<file path="config.mk">
export PLATFORM = sky130hd
export DESIGN_NAME = seg7_scan_capture
export DESIGN_NICKNAME = d
export VERILOG_FILES = /design/src/rtl/seg7_scan_capture.sv
export SDC_FILE = /design/constraint.sdc
export NUM_CORES = 1
export LEC_CHECK = 0
export CORE_UTILIZATION = 30
export DETAILED_ROUTE_END_ITERATION = 6
export PLACE_DENSITY = 0.56
export SLEW_MARGIN = 15
export SYNTH_ARGS = -nofsm -noshare
export SYNTH_HDL_FRONTEND = slang
export SYNTH_SLANG_ARGS = --single-unit
</file>
<file path="constraint.sdc">
create_clock -name clk -period 3.56 [get_ports clk]
set_input_delay 0.89 -clock clk [delete_from_list [all_inputs] [get_ports clk]]
set_output_delay 0.89 -clock clk [all_outputs]
set_load 0.03 [all_outputs]
</file>
<file path="src/rtl/seg7_scan_capture.sv">
// Receive side of a 4-digit multiplexed seven-segment link: debounces each anode/segment
// pattern, decodes it to BCD and assembles 4-digit frames. Define SEG7_CAP_TIMEOUT_EN for link_lost.
module seg7_scan_capture #(
   parameter int STABLE_CYCLES  = 4,
   parameter int TIMEOUT_CYCLES = 1000000
) (
   input  logic        clk,
   input  logic        reset,
   input  logic [3:0]  an_n,
   input  logic [6:0]  seg_n,
   output logic [15:0] value,
   output logic        frame_valid,
   output logic [3:0]  seen,
   output logic        err_pulse,
   output logic [7:0]  err_cnt,
   output logic        link_lost
);

   localparam int RW = $clog2(STABLE_CYCLES + 1);
   localparam logic [RW-1:0] RUN_MAX = RW'(STABLE_CYCLES);

   logic [3:0]       an_q;
   logic [6:0]       seg_q;
   logic [RW-1:0]    run_q, run_d;
   logic [3:0][3:0]  staged_q, staged_d;
   logic [3:0]       sel, seen_all;
   logic [1:0]       idx;
   logic [3:0]       cap_digit;
   logic             legal, same, capture, cap_err, complete, timeout;

   function automatic logic [3:0] seg_decode(input logic [6:0] act);
      logic [3:0] d;
      case (act)
         7'b1111110: d = 4'd0;
         7'b0110000: d = 4'd1;
         7'b1101101: d = 4'd2;
         7'b1111001: d = 4'd3;
         7'b0110011: d = 4'd4;
         7'b1011011: d = 4'd5;
         7'b1011111: d = 4'd6;
         7'b1110000: d = 4'd7;
         7'b1111111: d = 4'd8;
         7'b1111011: d = 4'd9;
         7'b0000000: d = 4'hF;
         default:    d = 4'hE;
      endcase
      return d;
   endfunction

   assign sel   = ~an_n;
   assign legal = (sel != 4'd0) && ((sel & (sel - 4'd1)) == 4'd0);
   assign same  = ({an_n, seg_n} == {an_q, seg_q});

   // Run length counts the current edge, so a fresh pattern starts at 1.
   always_comb begin
      run_d = '0;
      if (legal) begin
         if (!same)                run_d = RW'(1);
         else if (run_q != RUN_MAX) run_d = run_q + RW'(1);
         else                       run_d = run_q;
      end
   end

   // Capture only on the transition into RUN_MAX, not while parked there.
   assign capture   = legal && (run_d == RUN_MAX) && !(same && (run_q == RUN_MAX));
   assign cap_digit = seg_decode(~seg_n);
   assign cap_err   = capture && (cap_digit == 4'hE);

   always_comb begin
      case (sel)
         4'b0010: idx = 2'd1;
         4'b0100: idx = 2'd2;
         4'b1000: idx = 2'd3;
         default: idx = 2'd0;
      endcase
   end

   always_comb begin
      staged_d = staged_q;
      if (capture) staged_d[idx] = cap_digit;
   end

   assign seen_all = seen | (capture ? sel : 4'd0);
   assign complete = capture && (seen_all == 4'hF);

`ifdef SEG7_CAP_TIMEOUT_EN
   localparam int TW = $clog2(TIMEOUT_CYCLES + 1);
   localparam logic [TW-1:0] IDLE_MAX = TW'(TIMEOUT_CYCLES);
   localparam logic [TW-1:0] IDLE_PRE = TW'(TIMEOUT_CYCLES - 1);

   logic [TW-1:0] idle_q;

   assign timeout = !capture && (idle_q == IDLE_PRE);

   always_ff @(posedge clk or posedge reset) begin
      if (reset) begin
         idle_q    <= '0;
         link_lost <= 1'b0;
      end else if (capture) begin
         idle_q    <= '0;
         link_lost <= 1'b0;
      end else begin
         if (idle_q != IDLE_MAX) idle_q <= idle_q + TW'(1);
         if (timeout)            link_lost <= 1'b1;
      end
   end
`else
   assign timeout   = 1'b0;
   assign link_lost = 1'b0;
`endif

   always_ff @(posedge clk or posedge reset) begin
      if (reset) begin
         an_q        <= 4'hF;
         seg_q       <= 7'h7F;
         run_q       <= '0;
         staged_q    <= '0;
         value       <= '0;
         frame_valid <= 1'b0;
         seen        <= '0;
         err_pulse   <= 1'b0;
         err_cnt     <= '0;
      end else begin
         an_q        <= an_n;
         seg_q       <= seg_n;
         run_q       <= run_d;
         staged_q    <= staged_d;
         frame_valid <= complete;
         err_pulse   <= cap_err;
         if (cap_err && (err_cnt != 8'hFF)) err_cnt <= err_cnt + 8'd1;
         if (complete) begin
            value <= staged_d;
            seen  <= '0;
         end else if (timeout) begin
            seen  <= '0;
         end else begin
            seen  <= seen_all;
         end
      end
   end

endmodule

</file>
==> results of run 1 <==
worst paths after layout:
path	start	slack, ns	cells after the start	endpoint
hold reg to reg	value[2]	0.48	1	value[2]
hold / removal	value[2]	0.48	1	value[2]
setup / recovery	an_n[1]	0.45	7	err_cnt[1]
max in group asynchronous	reset	1.93	3	an_q[1]
min in group asynchronous	reset	0.96	2	staged_q[15]
setup reg to reg	run_q[0]	0.99	10	value[10]
worst max-delay path, delay by kind of cell:
family                 cells  cell delay [ns]
muxes                      1             0.31
AOI/OAI and AO/OA          2             0.81
and+or+nand+nor            3             0.75
buffers and inverters      1             0.58
registers in the layout (all words and copies together) (netlist names):
signal and count:
value 16, err_pulse 1, staged_q 16, an_q 4, seen 4, run_q 3
err_cnt 8, frame_valid 1, seg_q 7
cell usage after synthesis (3+ instances only):
cell and number:
xnor2_1 19, nor2b_1 6, clkbuf_1 4, buf_2 7, or3_1 3, a21o_1 4
and2_1 4, mux2i_1 4, nand2_1 20, dfrtp_1 49, a211oi_1 4, ha_1 3
nand4_1 6, inv_1 10, dfstp_2 11, mux2_2 6, xor2_1 3, o21ai_0 9
nor3_1 13, o31ai_1 7, and3_1 8, nor2_1 36, o21a_1 3, a21oi_1 16
nand3_1 10
stage by stage:
step           std cells  setup slack, ns
6_report             499           0.4469
5_1_grt              499           0.2873
4_1_cts              499           0.4484
3_5_place_dp         483          0.07426
3_3_place_gp         483           0.1224
2_1_floorplan        296           0.6297
layout make-up:
class	count	area (um^2)	share of cell area, %
multi-input cells	212	1399	34.94
clock inverters	5	106.4	2.656
well taps	133	166.4	4.156
inverters	10	37.54	0.9375
clock buffers	11	151.4	3.781
repair buffers	68	628.1	15.69
flip-flops and latches	60	1515	37.84
per-layer routing:
metal  vias to the layer above  global-route usage, %  wire length [um]
met5                         -                      0                 0
met4                         0                  4.505                74
met3                         9                  5.130               285
met2                        42                  25.23              3389
met1                      1118                  18.86              3185
li1                       1162                      -                 -
power by group:
| part | total, W | internal, W | leakage, nW | switching (W) |
|---|---|---|---|---|
| clock network | 0.000786 | 0.000506 | 0.126 | 0.000280 |
| logic | 0.000125 | 0.0000519 | 0.799 | 0.0000735 |
| registers | 0.000698 | 0.000694 | 0.800 | 0.00000455 |
| total | 0.00161 | 0.00125 | 1.73 | 0.000358 |
kinds of logic (layout without fill, tap and decap cells):
| kind of cell | Yosys count | in the layout |
|---|---|---|
| multiplexers | 11 | 11 |
| flip-flops | 60 | 60 |
| AO/OA/AOI/OAI | 51 | 51 |
| AND/OR/NAND/NOR | 124 | 124 |
| adder cells (fa/ha/maj) | 3 | 3 |
| XOR/XNOR | 22 | 22 |
| buffers and inverters | 24 | 94 |
| other | 1 | 1 |
==> impl_metrics.py, run 1 <==
metrics = {
    "power_and_ir_drop": {
        "power.leakage_nw": 1.725,
        "power_w": 0.001610,
        "p_per_area_nw_per_um2": 402.0,
        "ir_worst_vdd_v": 0.0001899,
    },
    "clock_network": {
        "numCtsBuffers": 9,
        "clk_pin_slew_ns": 0.07,
        "htreeDepth": 3,
        "clock_latency_ns": 0.34,
        "cts_sinks": 60,
        "cts_tree": "done",
        "cts_hold_buf": 0,
        "cts_root_buf": "clkbuf_8",
        "cts_resized": 0,
        "ctsLongestPathBuffers": 2,
        "postCtsSetupRepairBufs": 0,
    },
    "worst_setup_path": {
        "endpoint_kind": "flop",
        "worstPathArrival_ns": 3.34,
        "path_max_fanout": 9,
        "path_cells": "clkdlybuf4s50_1 > and4b_4 > nor2_1 > a2111o_4 > a311oi_4 > and2_4 > mux2_1",
        "crit_type": "in2reg",
        "critPathMaxStageDelay_ns": 0.58,
        "cpMaxStageDelayCell": "clkdlybuf4s50_1",
        "setup.worst_path.start_class": "input port",
        "crit_required_ns": 3.79,
    },
    "yosys": {
        "synth_edf_count": 0,
        "synth_area_leaders": "dfrtp_1 (40%), dfstp_2 (9.5%), xnor2_1 (5.5%)",
        "synth-adder-area-share_pct": 1.240,
        "synth_flop_cell": "dfrtp_1",
        "async_flop_share_pct": 100.0,
        "synth_top_family_by_area": "simple AND/OR/NAND/NOR gates",
        "synth_nets": 312,
        "ys_ff_latch": 60,
        "avgSynthCellArea_um2": 10.23,
        "netlist_instances": 296,
        "synthSimpleGateAreaFrac_pct": 22.31,
        "yosysSeqAreaShare_pct": 50.04,
        "ys_types": 48,
        "synthMuxAreaShare_pct": 3.926,
        "yosysTopAreaCell": "dfrtp_1",
        "synth_area_um2": 3028,
        "yosysWarnings": 0,
        "yosys.area.top_type_share_pct": 40.50,
        "synth_compound_area_share_pct": 12.23,
        "yosys.area_share.xor_xnor_pct": 6.364,
    },
    "die": {
        "die_h_um": 102.5,
        "die_w_um": 102.5,
        "die_area_um2": 10500,
        "rows": 36,
        "core-area_um2": 9774,
        "initial_core_util_pct": 30.98,
        "io_pins": 44,
    },
    "cells_and_area": {
        "fin_util_pct": 40.96,
        "final_cell_mix": "dfrtp_1 (49), clkdlybuf4s50_1 (42), nor2_1 (36)",
        "n_fill_cell": 985,
        "drive_above_1_share_pct": 20.22,
        "finish.net_count": 377,
        "mostFrequentLayoutCell": "dfrtp_1",
        "fin_area_um2": 4004,
        "diodes": 0,
        "area_growth_pct": 32.23,
    },
    "drt": {
        "drtAntennaViolNets": 0,
        "detail_route.wl_per_cell_um": 13.90,
        "wirelength_mm": 6.934,
        "route.detailed.drc": 0,
        "vias": 2331,
        "dr.pass1.iters": 4,
        "via_per_inst": 4.671,
        "drt_iter0_markers": 105,
    },
    "timing": {
        "finalClockSkew_ns": 0.009560,
        "drv_slew": 0,
        "setup_tns_ns": 0,
        "holdWs_ns": 0.4759,
        "setup_viol_count_final": 0,
        "tightest_slew_ns": 0.6705,
        "relSlewSlack_pct": 54.95,
        "max_clock_freq_ghz": 0.3212,
        "min_period_ns": 3.113,
        "hold_viol": 0,
        "post-route-period-util_pct": 87.45,
        "rsz0062_at_grt": "false",
    },
    "place": {
        "gp_congestion": 0.7806,
        "hpwl_mm": 5.285,
        "placement.cell_area_um2": 3746,
        "port_buffers": 42,
    },
    "global_routing": {
        "groute.usage.overall_pct": 15.27,
        "gr-total-overflow": 0,
        "grt_antenna_before_repair": 0,
        "grt_pass1_wl_mm": 11.88,
        "grt_max_degree": 34,
        "grt_pass1_vias": 2376,
    },
    "status": {
        "outcome": "complete, no violations",
    },
    "run": {
        "max_cap_viol_count": 0,
    },
    "worst_hold_path": {
        "hp-class": "reg2reg",
    },
}
(Power assumes the default switching activity.)
==> inputs of run 2 (changes only) <==
--- a/config.mk
+++ b/config.mk
@@ -5,9 +5,11 @@
 export SDC_FILE = /design/constraint.sdc
 export NUM_CORES = 1
 export LEC_CHECK = 0
+export CAP_MARGIN = 20
 export CORE_UTILIZATION = 30
 export DETAILED_ROUTE_END_ITERATION = 6
 export PLACE_DENSITY = 0.56
+export SETUP_SLACK_MARGIN = 0.02
 export SLEW_MARGIN = 15
 export SYNTH_ARGS = -nofsm -noshare
 export SYNTH_HDL_FRONTEND = slang
==> results of run 2 <==
The final DEF is identical to that of run 1; final timing and power are the same.
==> inputs of run 3 (changes only) <==
--- a/config.mk
+++ b/config.mk
@@ -8,7 +8,7 @@
 export CAP_MARGIN = 20
 export CORE_UTILIZATION = 30
 export DETAILED_ROUTE_END_ITERATION = 6
-export PLACE_DENSITY = 0.56
+export HOLD_SLACK_MARGIN = 0.1
 export SETUP_SLACK_MARGIN = 0.02
 export SLEW_MARGIN = 15
 export SYNTH_ARGS = -nofsm -noshare
==> constraint.sdc (replaced) <==
create_clock -name clk -period 4 [get_ports clk]
set_input_delay 1 -clock clk [delete_from_list [all_inputs] [get_ports clk]]
set_output_delay 1 -clock clk [all_outputs]
set_load 0.03 [all_outputs]
==> run 3 against run 2 <==
Effect of this change: global-route usage decreased by 1.0 points; die area unchanged; largest cell class unchanged; final cell count decreased by 2.8%; highest routed layer unchanged; clock skew decreased by 0.0046 ns; first-iteration DRC count increased by 13%; core utilization decreased by 2.0 points; worst hold slack about the same; sequential power decreased by 11%; total power decreased by 24%.
==> impl_metrics.py, run 3 (synthesis results as in run 1) <==
metrics = {
    "place": {
        "gp_congestion": 0.8333,
        "port_buffers": 42,
        "hpwl_mm": 4.929,
    },
    "worst_setup_path": {
        "endpoint_kind": "flop",
        "cpMaxStageDelayCell": "clkdlybuf4s50_1",
        "path_cells": "clkdlybuf4s50_1 > xnor2_1 > nand4_1 > or3_1 > nor3_2 > nand2_1 > mux2_2",
        "worstPathArrival_ns": 3.53,
        "setup.worst_path.start_class": "input port",
        "cp.depth": 7,
        "worst-path-buf-inv": 1,
        "worst_r2r_endpoint": "value[13]",
        "worst_r2r_startpoint": "run_q[0]",
        "crit_type": "in2reg",
        "critPathCapture": "value[10]",
        "critPathMaxStageDelay_ns": 0.59,
        "cpLargestDelayFamily": "simple AND/OR/NAND/NOR gates",
        "crit_required_ns": 4.21,
        "rr_worst_depth": 8,
        "setup.worst_path.start": "seg_n[2]",
        "reg2reg_setup_slack_ns": 1.28,
        "path_max_fanout": 12,
    },
    "drt": {
        "wirelength_mm": 6.803,
        "detail_route.wl_per_cell_um": 14.03,
        "highest_layer": "met4",
        "drt_iter0_markers": 119,
        "dr.pass1.iters": 4,
        "route.detailed.drc": 0,
        "met2_length_mm": 3.151,
        "vias": 2324,
        "via_per_inst": 4.792,
        "wirelength_met1_mm": 3.246,
        "drtAntennaViolNets": 0,
        "wl_met3_um": 274,
    },
    "cells_and_area": {
        "diodes": 0,
        "fin_util_pct": 38.98,
        "drive_above_1_share_pct": 16.19,
        "final_cell_mix": "dfrtp_1 (49), clkdlybuf4s50_1 (42), nor2_1 (36)",
        "finish.net_count": 363,
        "area_growth_pct": 25.83,
        "mostFrequentLayoutCell": "dfrtp_1",
        "reg_top3": "staged_q: 16 flops, value: 16 flops, err_cnt: 8 flops",
    },
    "power_and_ir_drop": {
        "power.leakage_nw": 1.623,
        "sw_frac_of_total_pct": 23.61,
        "p_clk_share_pct": 40.6,
        "ir_worst_vdd_v": 0.0001084,
        "p_switching_w": 0.0002884,
        "pwr-share-seq_pct": 50.9,
        "p_per_area_nw_per_um2": 320.6,
        "p_int_w": 0.0009332,
        "combPwrFrac_pct": 8.5,
    },
    "timing": {
        "post-route-period-util_pct": 82.97,
        "relSlewSlack_pct": 49.27,
        "tightest_slew_ns": 0.7610,
        "setup_tns_ns": 0,
        "drv_slew": 0,
        "min_period_ns": 3.319,
        "setup_viol_count_final": 0,
        "finalClockSkew_ns": 0.004958,
        "rsz0062_at_grt": "false",
        "max_clock_freq_ghz": 0.3013,
        "hold_viol": 0,
    },
    "clock_network": {
        "htreeDepth": 3,
        "numCtsBuffers": 9,
        "ctsLongestPathBuffers": 2,
        "cts_hold_buf": 0,
        "cts_resized": 0,
        "cts_sinks": 60,
        "postCtsSetupRepairBufs": 0,
        "cts_tree": "done",
        "clk_pin_slew_ns": 0.06,
        "clock_latency_ns": 0.33,
        "cts_root_buf": "clkbuf_8",
    },
    "worst_hold_path": {
        "hp-class": "reg2reg",
    },
    "die": {
        "io_pins": 44,
        "initial_core_util_pct": 30.98,
        "rows": 36,
        "die_area_um2": 10500,
        "core-area_um2": 9774,
        "die_w_um": 102.5,
        "die_h_um": 102.5,
    },
    "global_routing": {
        "grt_pass1_wl_mm": 11.20,
        "grt_pass1_vias": 2200,
        "grt_antenna_before_repair": 0,
        "grt_max_degree": 61,
        "groute.usage.overall_pct": 14.25,
        "gr-total-overflow": 0,
    },
    "run": {
        "max_cap_viol_count": 0,
    },
    "status": {
        "outcome": "complete, no violations",
    },
}
==> run 3: cell count changes in the layout (fill, tap and decap cells not counted), sizes merged <==
cell / delta
buf: -14
clkbuf: +4
bufinv: -3
clkinv: +1
clkinvlp: -1
inv: -1
==> run 3: layout make-up <==
cell class                      instances  area (um^2)
Clock buffer                           15        176.4
Tap cell                              133        166.4
Inverter                               10        37.54
Timing Repair Buffer                   54        510.5
Multi-Input combinational cell        212         1399
Fill cell                             994         5964
Clock inverter                          1        5.005
Sequential cell                        60         1515
==> run 3: power by group through the flow <==
stage                     Clock (W)  Combinational, W  Sequential [W]
after detailed placement          0          0.000104        0.000633
after global routing       0.000541          0.000115        0.000622
after global placement            0          0.000103        0.000632
final                      0.000496          0.000103        0.000622
after CTS                  0.000514          0.000104        0.000622
after floorplan                   0         0.0000692        0.000632
==> run 3: how the worst min path moves through the flow <==
stage                            from          end  slack [ns]  cells past startpoint
after floorplan           staged_q[4]  staged_q[4]        0.48                      1
after global placement       value[0]     value[0]        0.47                      2
after detailed placement     value[6]     value[6]        0.47                      1
after CTS                    value[6]     value[6]        0.49                      1
after global routing         value[0]     value[0]        0.50                      2
final                        value[8]     value[8]        0.48                      2
==> run 3: per-stage QoR <==
step	instances	worst slack (ns)	instance area [um^2]	hold slack [ns]	power [W]
finish	485	0.6810	3810	0.4760	0.001222
global route	485	0.5282	3810	0.5033	0.001278
CTS	485	0.6719	3810	0.4853	0.001241
detailed placement	469	0.3303	3628	0.4723	0.0007366
global placement	469	0.4205	3628	0.4677	0.0007355
floorplan	296	0.9597	3028	0.4800	0.0007010
==> run 3: metal layers <==
layer / track usage (%) / up-vias
li1: - / 1140
met1: 18.97 / 1122
met2: 22.36 / 50
met3: 2.804 / 12
met4: 6.484 / 0
met5: 0 / -
==> run 3: worst register-to-register path, cell delays in order, from the launching register on <==
cell and delay, ns:
dfrtp_1 0.43, inv_1 0.12, ha_1 0.24, o21a_1 0.19
nor3_1 0.30, nand2_1 0.29, or4_1 0.64, nor3_1 0.25
o31ai_1 0.12
==> edit (config.mk and constraints of run 1) <==
The option `SEG7_CAP_TIMEOUT_EN` is turned on by a define.
--- a/src/rtl/seg7_scan_capture.sv
+++ b/src/rtl/seg7_scan_capture.sv
@@ -1,5 +1,7 @@
 // Receive side of a 4-digit multiplexed seven-segment link: debounces each anode/segment
 // pattern, decodes it to BCD and assembles 4-digit frames. Define SEG7_CAP_TIMEOUT_EN for link_lost.
+`define SEG7_CAP_TIMEOUT_EN
+
 module seg7_scan_capture #(
    parameter int STABLE_CYCLES  = 4,
    parameter int TIMEOUT_CYCLES = 1000000
Function: same outputs for any inputs over 10 cycles, from zero or initial values and one cycle with reset high; that may be too few to reach the edited logic, so the function may still have changed.
==> edit against run 1 <==
  * Power increased by 30%
  * Sequential share of layout area increased by 2.5 points
  * Worst setup slack improved by 0.038 ns
  * Largest cell class unchanged
  * Routed wire length increased by 19%
  * Critical path type unchanged
  * Area after synthesis increased by 33%
  * Sequential cell count increased by 21
  * Design area increased by 26%
  * Hold slack improved by 0.013 ns
==> edit: results (changes against run 1) <==
The area of the multi-input gates was 1810 um2 (+29%); the pre-CTS setup slack was 0.151 ns (+0.0765 ns). The worst hold path begins at err_cnt[6]$_DFFE_PP0P_. The met2 wire length was 3660 um (+7.9%). The critical path's top delay family is buffers and inverters. The placed wire-length estimate is 5920 um (+12%). The clock tree cell share of total cell area came out at 6.17% (-0.27 points). The tools report the endpoint arrival time on the critical path as 3.29 ns (-0.05 ns). The highest signal layer in the routed design was met4. Via count normalized by instance count: 4.61 (-1.3%). The number of signal-net buffers in the layout was 64 (-5.9%).

For the switching power, the log shows 0.510 mW (+42%). The internal reg-to-reg setup slack came out at 1.16 ns (+0.17 ns). The highest cell delay on the worst timing path was 0.63 ns (+0.05 ns); the depth of the worst register-to-register path was 8 (-2). The tools report the length of routed met3 wiring as 332 um (+16%). The worst slew margin relative to its limit is 52.4% (-2.5 points), and the number of iterations in the first detailed-routing pass is 4 (unchanged). The number of global-route vias before repair is 2,869 (+21%).

Met2 layer usage reported by global route: 19.6% (-5.6 points). The fraction of layout cells with a size suffix above 1 was 21.2% (+1.0 points); the highest ir drop seen on vdd was 0.000242 V (+27%). The layout buffering overhead excluding clock cells works out to 11.9% (-3.8 points).

The worst register-to-register path ends at value[13]$_DFFE_PP0P_. For the pin count of the biggest net entering global routing, the log shows 43 (+26%). The logs give 370 (+19%) for the net count after synthesis and 9 (-2) for the number of clock-tree buffers in the layout. In the post-synthesis netlist, the biggest area contributors are dfrtp_1 (44%), dfstp_2 (7.2%), xor2_1 (5.4%).

After clock tree synthesis, the clock-pin slew on the worst setup and hold paths is 0.06 ns. The run gives 134 (+28%) as the number of design-rule violations left by the first detailed-router iteration. The sum of routed wire segments on met1 is 4110 um (+29%), and the non-clock inverter total of the final layout is 19 (+9). The tools report the total inserted antenna cells as 0 (unchanged).

The share of the yosys chip area belonging to registers is 50.7% (+0.71 points), and the net count reported at finish is 432 (+15%). The count of port buffers added during placement works out to 43 (+2.4%). The run gives 0 (unchanged) as the number of cells upsized or downsized after cts. The run finished with clean final reports.

For the met3 track demand over resource, the log shows 4.55% (-0.58 points). Unique cell type count in the Yosys netlist: 58 (+21%). The global routing usage on met1 is 17.9% (-0.96 points), and the routability-driven placement congestion ratio is 0.769 (-1.4%). The logs give 239 (+13%) for the number of multi-input combinational cells in the layout and 0 (unchanged) for the number of slew-limit violations in the final report. The logs give 2040 um2 (+35%) for the area taken by flip-flops and latches and 1,272 (+29%) for the total of fill cells in the finished design. The flip-flop and latch count after synthesis came out at 81 (+35%). The detailed-route wire length per cell is 13.9 um (about the same). The commonest cells after synthesis are dfrtp_1 (70), nor2_1 (38), xor2_1 (25). For the aggregate global-route resource usage, the log shows 13.3% (-2.0 points).

The largest clock skew in the final design came out at 0.00786 ns (-0.00170 ns). The flip-flop count of the largest register after layout came out at 20. Largest fanout on the critical path: 6 (-3).

The largest registers in the layout are idle_q: 20 flops, staged_q: 16 flops, value: 16 flops. The tree is rooted in a clkbuf_16. The run gives 2.23 nW (+29%) as the static leakage power. The run gives 14,500 um (+22%) as the global-route wire length before repair. For hold timing, the worst endpoint is err_cnt[6]$_DFFE_PP0P_.
-- edit: logic make-up (layout without fill, tap and decap cells) --
group | after synthesis | count (layout) | share of synthesized area [%]
AO/OA/AOI/OAI | 34 | 34 | 5.82
XOR/XNOR | 38 | 38 | 8.28
adder cells (fa/ha/maj) | 5 | 5 | 1.56
buffers and inverters | 32 | 99 | 4.39
flip-flops | 81 | 81 | 50.7
multiplexers | 31 | 31 | 9.24
AND/OR/NAND/NOR | 131 | 131 | 20.0
-- edit: how the worst max path moves through the flow --
stage                  start                endpoint  slack [ns]  cells past startpoint
floorplan              reset  err_cnt[0]$_DFFE_PP0P_        0.61                      1
global placement     an_n[2]    value[2]$_DFFE_PP0P_        0.17                      8
detailed placement  seg_n[3]    value[2]$_DFFE_PP0P_        0.15                      8
CTS                 seg_n[3]    value[2]$_DFFE_PP0P_        0.51                      8
global route        seg_n[3]    value[2]$_DFFE_PP0P_        0.40                      8
finish               an_n[2]    value[2]$_DFFE_PP0P_        0.48                      8
-- edit: power groups by stage --
stage	Sequential [mW]	Clock [mW]	Combinational [mW]
6_report	0.987	0.952	0.150
5_1_grt	0.993	1.02	0.172
4_1_cts	0.986	0.983	0.153
3_5_place_dp	1.00	0	0.153
3_3_place_gp	1.00	0	0.150
2_1_floorplan	0.996	0	0.103
-- edit: through the flow --
stage / utilization (%) / std cells / area (um2) / hold slack (ns)
final: 39.4 / 591 / 5050 / 0.489
after global routing: 39.4 / 591 / 5050 / 0.514
after CTS: 39.4 / 591 / 5050 / 0.499
after detailed placement: 37.0 / 575 / 4740 / 0.485
after global placement: 37.0 / 575 / 4740 / 0.475
after floorplan: - / 352 / 4020 / 0.465
